===== config.mk =====
export PLATFORM = sky130hd
export DESIGN_NAME = fifo_line_serializer_flat
export DESIGN_NICKNAME = d
export VERILOG_FILES = /design/src/rtl/fifo_line_serializer_if.sv /design/src/rtl/fifo_line_serializer.sv /design/src/flat_wrapper.sv
export SDC_FILE = /design/constraint.sdc
export NUM_CORES = 1
export LEC_CHECK = 0
export BUFFER_PORTS_ARGS = -buffer_cell sky130_fd_sc_hd__buf_2
export CORE_MARGIN = 1.5
export CORE_UTILIZATION = 48
export DETAILED_ROUTE_END_ITERATION = 6
export PLACE_DENSITY = 0.76
export SYNTH_ARGS = -nofsm -noshare
export SYNTH_HDL_FRONTEND = slang
export SYNTH_SLANG_ARGS = --single-unit

===== constraint.sdc =====
create_clock -name clk -period 1.5 [get_ports clk]
set_input_delay 0.3 -clock clk [delete_from_list [all_inputs] [get_ports clk]]
set_output_delay 0.3 -clock clk [all_outputs]
set_load 0.05 [all_outputs]

===== src/rtl/fifo_line_serializer_if.sv =====
// Link bundle between the cache writeback FIFO read port, the serializer and the memory bus.
// master is the serializer side; slave is the FIFO/bus environment side.
interface fifo_line_serializer_if #(
   parameter int CACHE_STR_WIDTH = 64,
   parameter int BUS_WIDTH       = 16
);
   logic                       fifo_empty;
   logic [CACHE_STR_WIDTH-1:0] fifo_dout;
   logic                       fifo_read;
   logic [BUS_WIDTH-1:0]       bus_data;
   logic                       bus_valid;
   logic                       bus_last;
   logic                       bus_ready;

   modport master (
      input  fifo_empty, fifo_dout, bus_ready,
      output fifo_read, bus_data, bus_valid, bus_last
   );

   modport slave (
      output fifo_empty, fifo_dout, bus_ready,
      input  fifo_read, bus_data, bus_valid, bus_last
   );
endinterface


===== src/rtl/fifo_line_serializer.sv =====
// Pops one cache string from the writeback FIFO and streams it LSB-first onto the
// memory bus as BEATS narrow beats under valid/ready. Lives in the FIFO read clock domain.
module fifo_line_serializer #(
   parameter int CACHE_STR_WIDTH = 64,
   parameter int BUS_WIDTH       = 16,
   parameter int BEATS           = CACHE_STR_WIDTH / BUS_WIDTH,
   parameter int CNT_WIDTH       = 16
) (
   input  logic                 clk,
   input  logic                 not_reset,
   fifo_line_serializer_if.master lnk,
   output logic                 busy,
   output logic [CNT_WIDTH-1:0] lines_sent
);
   localparam int              BCW       = (BEATS > 1) ? $clog2(BEATS) : 1;
   localparam logic [BCW-1:0]  LAST_BEAT = BCW'(BEATS - 1);

   typedef enum logic [1:0] {
      IDLE = 2'd0,
      REQ  = 2'd1,
      WAIT = 2'd2,
      SEND = 2'd3
   } state_t;

   state_t                     state_r;
   state_t                     next_state_s;
   logic [CACHE_STR_WIDTH-1:0] shift_r;
   logic [BCW-1:0]             beat_cnt_r;
   logic [BCW-1:0]             beat_cnt_inc_s;
   logic                       fifo_read_r;
   logic                       bus_valid_r;
   logic                       bus_last_r;
   logic                       busy_r;
   logic [CNT_WIDTH-1:0]       lines_sent_r;
   logic                       beat_done_s;
   logic                       last_done_s;

   // Handshake decode and next-state selection
   always_comb begin
      beat_done_s    = 1'b0;
      last_done_s    = 1'b0;
      beat_cnt_inc_s = beat_cnt_r + BCW'(1);
      next_state_s   = state_r;
      if (state_r == SEND) begin
         beat_done_s = lnk.bus_ready;
         last_done_s = lnk.bus_ready && (beat_cnt_r == LAST_BEAT);
      end else begin
         beat_done_s = 1'b0;
         last_done_s = 1'b0;
      end
      case (state_r)
         IDLE: begin
            if (!lnk.fifo_empty) begin
               next_state_s = REQ;
            end else begin
               next_state_s = IDLE;
            end
         end
         REQ:  next_state_s = WAIT;
         WAIT: next_state_s = SEND;
         SEND: begin
            if (last_done_s) begin
               next_state_s = lnk.fifo_empty ? IDLE : REQ;
            end else begin
               next_state_s = SEND;
            end
         end
         default: next_state_s = IDLE;
      endcase
   end

   // State, datapath and registered outputs; outputs are decoded from next_state so they align with the state
   always_ff @(posedge clk or negedge not_reset) begin
      if (!not_reset) begin
         state_r      <= IDLE;
         shift_r      <= '0;
         beat_cnt_r   <= '0;
         fifo_read_r  <= 1'b0;
         bus_valid_r  <= 1'b0;
         bus_last_r   <= 1'b0;
         busy_r       <= 1'b0;
         lines_sent_r <= '0;
      end else begin
         state_r     <= next_state_s;
         fifo_read_r <= (next_state_s == REQ);
         bus_valid_r <= (next_state_s == SEND);
         busy_r      <= (next_state_s != IDLE);
         if (state_r == WAIT) begin
            shift_r    <= lnk.fifo_dout;
            beat_cnt_r <= '0;
            bus_last_r <= 1'b0;
         end else if (beat_done_s) begin
            shift_r    <= shift_r >> BUS_WIDTH;
            beat_cnt_r <= beat_cnt_inc_s;
            bus_last_r <= (beat_cnt_inc_s == LAST_BEAT) && !last_done_s;
         end else begin
            shift_r    <= shift_r;
            beat_cnt_r <= beat_cnt_r;
            bus_last_r <= bus_last_r;
         end
         if (last_done_s) begin
            lines_sent_r <= lines_sent_r + CNT_WIDTH'(1);
         end else begin
            lines_sent_r <= lines_sent_r;
         end
      end
   end

   assign lnk.fifo_read = fifo_read_r;
   assign lnk.bus_valid = bus_valid_r;
   assign lnk.bus_last  = bus_last_r;
   assign lnk.bus_data  = shift_r[BUS_WIDTH-1:0];
   assign busy          = busy_r;
   assign lines_sent    = lines_sent_r;
endmodule


===== src/flat_wrapper.sv =====
// flat-port wrapper written by rule: the top's interface ports become plain ports
module fifo_line_serializer_flat 
#(
   parameter int CACHE_STR_WIDTH = 64,
   parameter int BUS_WIDTH       = 16,
   parameter int BEATS           = CACHE_STR_WIDTH / BUS_WIDTH,
   parameter int CNT_WIDTH       = 16
)
  (clk, not_reset, busy, lines_sent, lnk_fifo_empty, lnk_fifo_dout, lnk_bus_ready, lnk_fifo_read, lnk_bus_data, lnk_bus_valid, lnk_bus_last);
  fifo_line_serializer_if #(.CACHE_STR_WIDTH(CACHE_STR_WIDTH), .BUS_WIDTH(BUS_WIDTH)) lnk_i ();
  input  logic clk;
  input  logic not_reset;
  output logic busy;
  output logic [CNT_WIDTH-1:0] lines_sent;
  input wire logic [$bits(lnk_i.fifo_empty)-1:0] lnk_fifo_empty;
  input wire logic [$bits(lnk_i.fifo_dout)-1:0] lnk_fifo_dout;
  input wire logic [$bits(lnk_i.bus_ready)-1:0] lnk_bus_ready;
  output wire logic [$bits(lnk_i.fifo_read)-1:0] lnk_fifo_read;
  output wire logic [$bits(lnk_i.bus_data)-1:0] lnk_bus_data;
  output wire logic [$bits(lnk_i.bus_valid)-1:0] lnk_bus_valid;
  output wire logic [$bits(lnk_i.bus_last)-1:0] lnk_bus_last;
  assign lnk_i.fifo_empty = lnk_fifo_empty;
  assign lnk_i.fifo_dout = lnk_fifo_dout;
  assign lnk_i.bus_ready = lnk_bus_ready;
  assign lnk_fifo_read = lnk_i.fifo_read;
  assign lnk_bus_data = lnk_i.bus_data;
  assign lnk_bus_valid = lnk_i.bus_valid;
  assign lnk_bus_last = lnk_i.bus_last;
  fifo_line_serializer #(.CACHE_STR_WIDTH(CACHE_STR_WIDTH), .BUS_WIDTH(BUS_WIDTH), .BEATS(BEATS), .CNT_WIDTH(CNT_WIDTH)) u_core (.clk(clk), .not_reset(not_reset), .lnk(lnk_i), .busy(busy), .lines_sent(lines_sent));
endmodule

Word level (Yosys, flattened, before mapping)
Index checks and enable logic that the tools add are counted.
{ "op_classes": {"n_eq_ne": 7, "mux": 11, "add_sub_neg": 2, "reduce_logical": 6} }
{ "ops": {"columns": ["op", "count"], "rows": [
  ["$mux 64", 2],
  ["$add 16x1->16 const B", 1],
  ["$eq 2x2->1 const B", 5],
  ["$pmux 2 s4", 1],
  ["$mux 2", 3],
  ["$mux 1", 5],
  ["$eq 2x1->1 const B", 2],
  ["$reduce_bool 2->1", 2],
  ["$add 2x1->2 const B", 1],
  ["$logic_and 1x1->1", 2],
  ["$logic_not 2->1", 1],
  ["$logic_not 1->1", 1]
]} }
{ "word_totals": {"wordCells": 34, "inputBits": 68, "out_inout_bits": 36, "reg_bits": 88} }

Depth between registers and ports, before layout
{ "depth": {"ltp_word": 7, "mapped_depth": 7, "ltp_nobuf": 5} }

Worst setup path after synthesis
No wires, ideal clock.
{ "synth_timing": {"kind": "flip-flop to flip-flop", "startpoint": "reg u_core.lines_sent_r[5] (netlist: u_core.lines_sent[5])", "endpoint": "reg u_core.lines_sent_r[14] (netlist: u_core.lines_sent[14])", "arrival_ns": 1.654, "n_path_buf": 0, "stages_incl_launch_ff": 5, "synth_period_minus_slack_ns": 1.795, "required_time_ns": 1.359, "setup_ns": 0.141, "path_slack_ns": -0.295, "path_cell_list": "dfrtp_1 -> nand3_1 -> nor3_1 -> nand4_1 -> xnor2_1"} }
{ "synth_via": {"elab_chain_cells": 1} }
{ "synth_lines": {"columns": ["element", "line", "source"], "rows": [
  ["start: declaration", "fifo_line_serializer.sv:34", "logic [CNT_WIDTH-1:0] lines_sent_r;"],
  ["start signal: assignment", "fifo_line_serializer.sv:102", "lines_sent_r <= lines_sent_r + CNT_WIDTH'(1);"],
  ["start signal: assignment", "fifo_line_serializer.sv:104", "lines_sent_r <= lines_sent_r;"],
  ["$add 16x1->16", "fifo_line_serializer.sv:102", null]
]} }
Every way passes these cells.
A chain may end at the register's enable or synchronous reset.

Worst setup path after layout
{ "layout_timing": {"startpoint": "reg u_core.state_r[0]", "endpoint": "reg u_core.shift_r[34]"} }
{ "layout_via": {"elab_chain_cells": 3} }
{ "layout_lines": {"columns": ["element", "line", "source"], "rows": [
  ["start: declaration", "fifo_line_serializer.sv:25", "state_t state_r;"],
  ["start signal: assignment", "fifo_line_serializer.sv:84", "state_r <= next_state_s;"],
  ["$eq 2x2->1", "fifo_line_serializer.sv:44", "if (state_r == SEND) begin"],
  ["$mux 1", "fifo_line_serializer.sv:44", null],
  ["$reduce_bool 2->1 (no source line)", null, null],
  ["end signal: assignment", "fifo_line_serializer.sv:89", "shift_r <= lnk.fifo_dout;"],
  ["end signal: assignment", "fifo_line_serializer.sv:93", "shift_r <= shift_r >> BUS_WIDTH;"],
  ["end signal: assignment", "fifo_line_serializer.sv:97", "shift_r <= shift_r;"],
  ["end: declaration", "fifo_line_serializer.sv:27", "logic [CACHE_STR_WIDTH-1:0] shift_r;"]
]} }
Several ways; a longest one is shown, not always the timed one.

==> results.txt <==
CTS clk-pin slew, worst paths: 100 ps
Count of warnings emitted by yosys: 0
Worst path depth: 6
Power share of the combinational group: 0.421
Number of DRC markers in iteration 0: 149
Internal: 5.49 mW
Final ANT Viol Nets: 0
Top cells by area, synth: dfrtp_1, mux2i_1, nand2_1
Count of endpoints failing hold in the final timing report: 0
Floorplan Core Area: 8130 µm²
Wire length of the first global-routing pass: 12900 µm
Register bit count reported by yosys: 88
WS Path Type: register to register
Fraction of power consumed by the clock network: 0.180
Maximum frequency from static timing analysis: 0.680 GHz
Count of pins on the block boundary: 104
Worst endpoint data arrival time: 1700 ps
Final setup fails: 0
Sequential share of power: 0.399
Startpoint types: register
Portion of the clock cycle consumed by the worst path in the final layout: 0.980
Number of H-tree levels: 3
Mean post-synth cell area: 11.3 µm²
Yosys top cell area share: 0.551
GR Overflow Total: 0
Switching part of the total: 0.392
Number of buffers inserted by port buffering: 103
Critical path buffers and inverters: 3
Static power due to leakage: 2.40 nW
Vias in the first global route: 2748
Cell occurring most often along the worst timing path: buf_4
Clock tree from TritonCTS: yes
Worst Skew: 17.6 ps
Mapped cell area: 4000 µm²
Overall routing resource usage: 0.187
Post-Syn Instances: 355
Power density normalized to cell area: 1780 nW/µm²
Cell family with the largest share of critical-path delay: buffers and inverters
Overall die area: 8880 µm²
CP max-delay cell: dfrtp_2
Die Span X: 94.3 µm
Number of clock sinks: 88
Pin count of the biggest net entering global routing: 61
Switching power summed over all nets: 3.54 mW
Routed length per instance: 14.9 µm
Clock tree root buffer cell: clkbuf_8
Number of cell instances on the worst register-to-register path: 6
Setup crit end kind: register
Sequential standard cell area: 2210 µm²
Clock latency of the later-clocked register in the worst-skew pair: 350 ps
Worst-path maximum fanout: 6
Number of cells traversed by the worst hold path: 2
Number of antenna repair diodes: 0
Run status: complete, no violations
Util after Layout: 0.623
Clock period minus final worst setup slack: 1470 ps
Net Count, Synth: 426
Post-DR vias/cell: 5.10
Number of buffers on the longest clock path: 2
Slew Viols, Final: 0
Row Count: 33
Worst slew margin relative to its limit: 0.774
Number of filler instances in the final layout: 663
DP Worst Slack: 9.58 ps
Initial Util: 0.491
Layout cell share with drive strength beyond 1: 0.376
Ordered cell list for the critical path: buf_4 -> nor2_8 -> buf_4 -> buf_12 -> mux2i_2 -> o21ai_1
Placed wire-length estimate after detailed placement: 5930 µm
Slew @ Worst Pin: 336 ps
Number of antenna violations at the first check in global routing: 0
Total detailed-routing wirelength: 8620 µm
Cts bufs inserted: 9
GP Congestion: 0.833
Power Total: 9.03 mW
Setup WS post-layout: 29.4 ps
Cell taking the most area after synthesis: dfrtp_1
Max cap viols: 0
Class of the most critical hold timing path: input port to register
Crit path largest cell delay: 410 ps
Sequential element share of the synthesized area: 0.551
Die boundary height: 94.3 µm
Req. time, crit path: 1730 ps
Count of nets after finishing: 539
Area taken by multi-input logic gates: 1570 µm²
Worst IR drop on VDD: 804 µV
DRC: 0
DR pass1 iterations: 4
Area added between synthesis and finish: 26.8%
Number of different library cells in the post-synthesis netlist: 33
Routed vias: 2947
## synth_stat cells
library cell / n
dfrtp_1: 88
nand2_1: 59
mux2i_1: 48
o21ai_1: 41
buf_4: 19
a22o_1: 16
xnor2_1: 12
o21ai_0: 10
buf_2: 9
nand3_1: 6
buf_6: 5
inv_1: 5
nand4_1: 5
nor2_1: 5
clkbuf_1: 3
ha_1: 3
xor2_1: 3
a31oi_1: 2
o22ai_1: 2
a21oi_1: 1
and2_1: 1
and3_1: 1
inv_2: 1
mux2_2: 1
nand2b_1: 1
nand4_4: 1
nor2_8: 1
nor2b_1: 1
nor3_1: 1
nor3_4: 1
nor3b_2: 1
nor4_4: 1
o2bb2ai_1: 1
## routing by layer
layer | part of all wire | up-vias | GRT usage
met5 | 0 | - | 0
met4 | 0.014 | 0 | 0.0709
met3 | 0.044 | 9 | 0.0275
met2 | 0.48 | 64 | 0.288
met1 | 0.47 | 1437 | 0.267
li1 | - | 1437 | -
## metrics by stage
step	area [µm²]	TNS (ps)	instances	hold WS, ps
CTS	4850	0	565	155
detailed placement	4640	0	548	154
global placement	4640	0	548	152
floorplan	4010	0	355	4.41
finish	5070	0	578	167
global route	5070	-52.7	578	162
## power groups by stage
stage	sequential (mW)	clock, mW	combinational [mW]
floorplan	3.77	0	2.50
global placement	3.59	0	3.29
detailed placement	3.63	0	3.39
CTS	3.58	1.67	3.40
global route	3.69	1.76	4.12
finish	3.60	1.63	3.80
## kinds of logic (layout without fill, tap and decap cells)
kind of cell | Yosys count | in the layout | synth area share
flip-flops | 88 | 88 | 0.551
XOR/XNOR | 15 | 15 | 0.0329
buffers and inverters | 42 | 160 | 0.0695
adder cells (fa/ha/maj) | 3 | 3 | 0.00939
AND/OR/NAND/NOR | 85 | 85 | 0.106
multiplexers | 49 | 49 | 0.123
AO/OA/AOI/OAI | 73 | 73 | 0.109
## path summary, 6_finish.rpt
check	start	endpoint	slack (ps)
worst max register to register	u_core.state_r[0]$_DFF_PN0_	u_core.shift_r[34]$_DFFE_PN0P_	30
worst max-delay path	u_core.state_r[0]$_DFF_PN0_	u_core.shift_r[34]$_DFFE_PN0P_	30
max in group asynchronous	not_reset	u_core.shift_r[15]$_DFFE_PN0P_	660
worst min-delay path	lnk_fifo_dout[59]	u_core.shift_r[59]$_DFFE_PN0P_	170
worst min register to register	u_core.shift_r[0]$_DFFE_PN0P_	u_core.shift_r[0]$_DFFE_PN0P_	490
min in group asynchronous	not_reset	u_core.lines_sent[8]$_DFFE_PN0P_	320
## layout make-up
cell class                 count  area share
clock inverter                 6      0.0136
clock buffer                  10      0.0252
inverter                       6     0.00494
sequential                    88       0.437
multi-input combinational    225       0.310
tap                          105      0.0259
timing repair buffer         138       0.183
## registers in the layout, summed over array words and instances (netlist names)
signal	count
u_core.lnk.bus_last	1
u_core.busy	1
u_core.lnk.fifo_read	1
u_core.lines_sent	16
u_core.beat_cnt_r	2
u_core.state_r	2
u_core.shift_r	64
u_core.lnk.bus_valid	1
## cells in the final DEF (no fill, tap or decap), types with 3 or more instances in the layout
master and n:
mux2i_2 4, buf_2 102, nand4_1 5, buf_4 25, buf_12 6, dfrtp_2 10, xor2_1 3, mux2i_1 44
a22o_1 16, dfrtp_1 78, nand3_1 6, nand2_1 59, nor2_1 3, xnor2_1 12, inv_1 5, clkbuf_16 4
o21ai_0 10, o21ai_1 40, clkbuf_8 9
## repair_timing
item                                    in CTS  in global routing
hold endpoints to repair                    10                  0
endpoints found under the setup margin       1                 31
pin swaps                                    0                  4
gates resized for setup                      1                 15
gates cloned                                 0                  4
buffers inserted                             0                  9
hold buffers                                 1                  0
(Power assumes the default switching activity.)
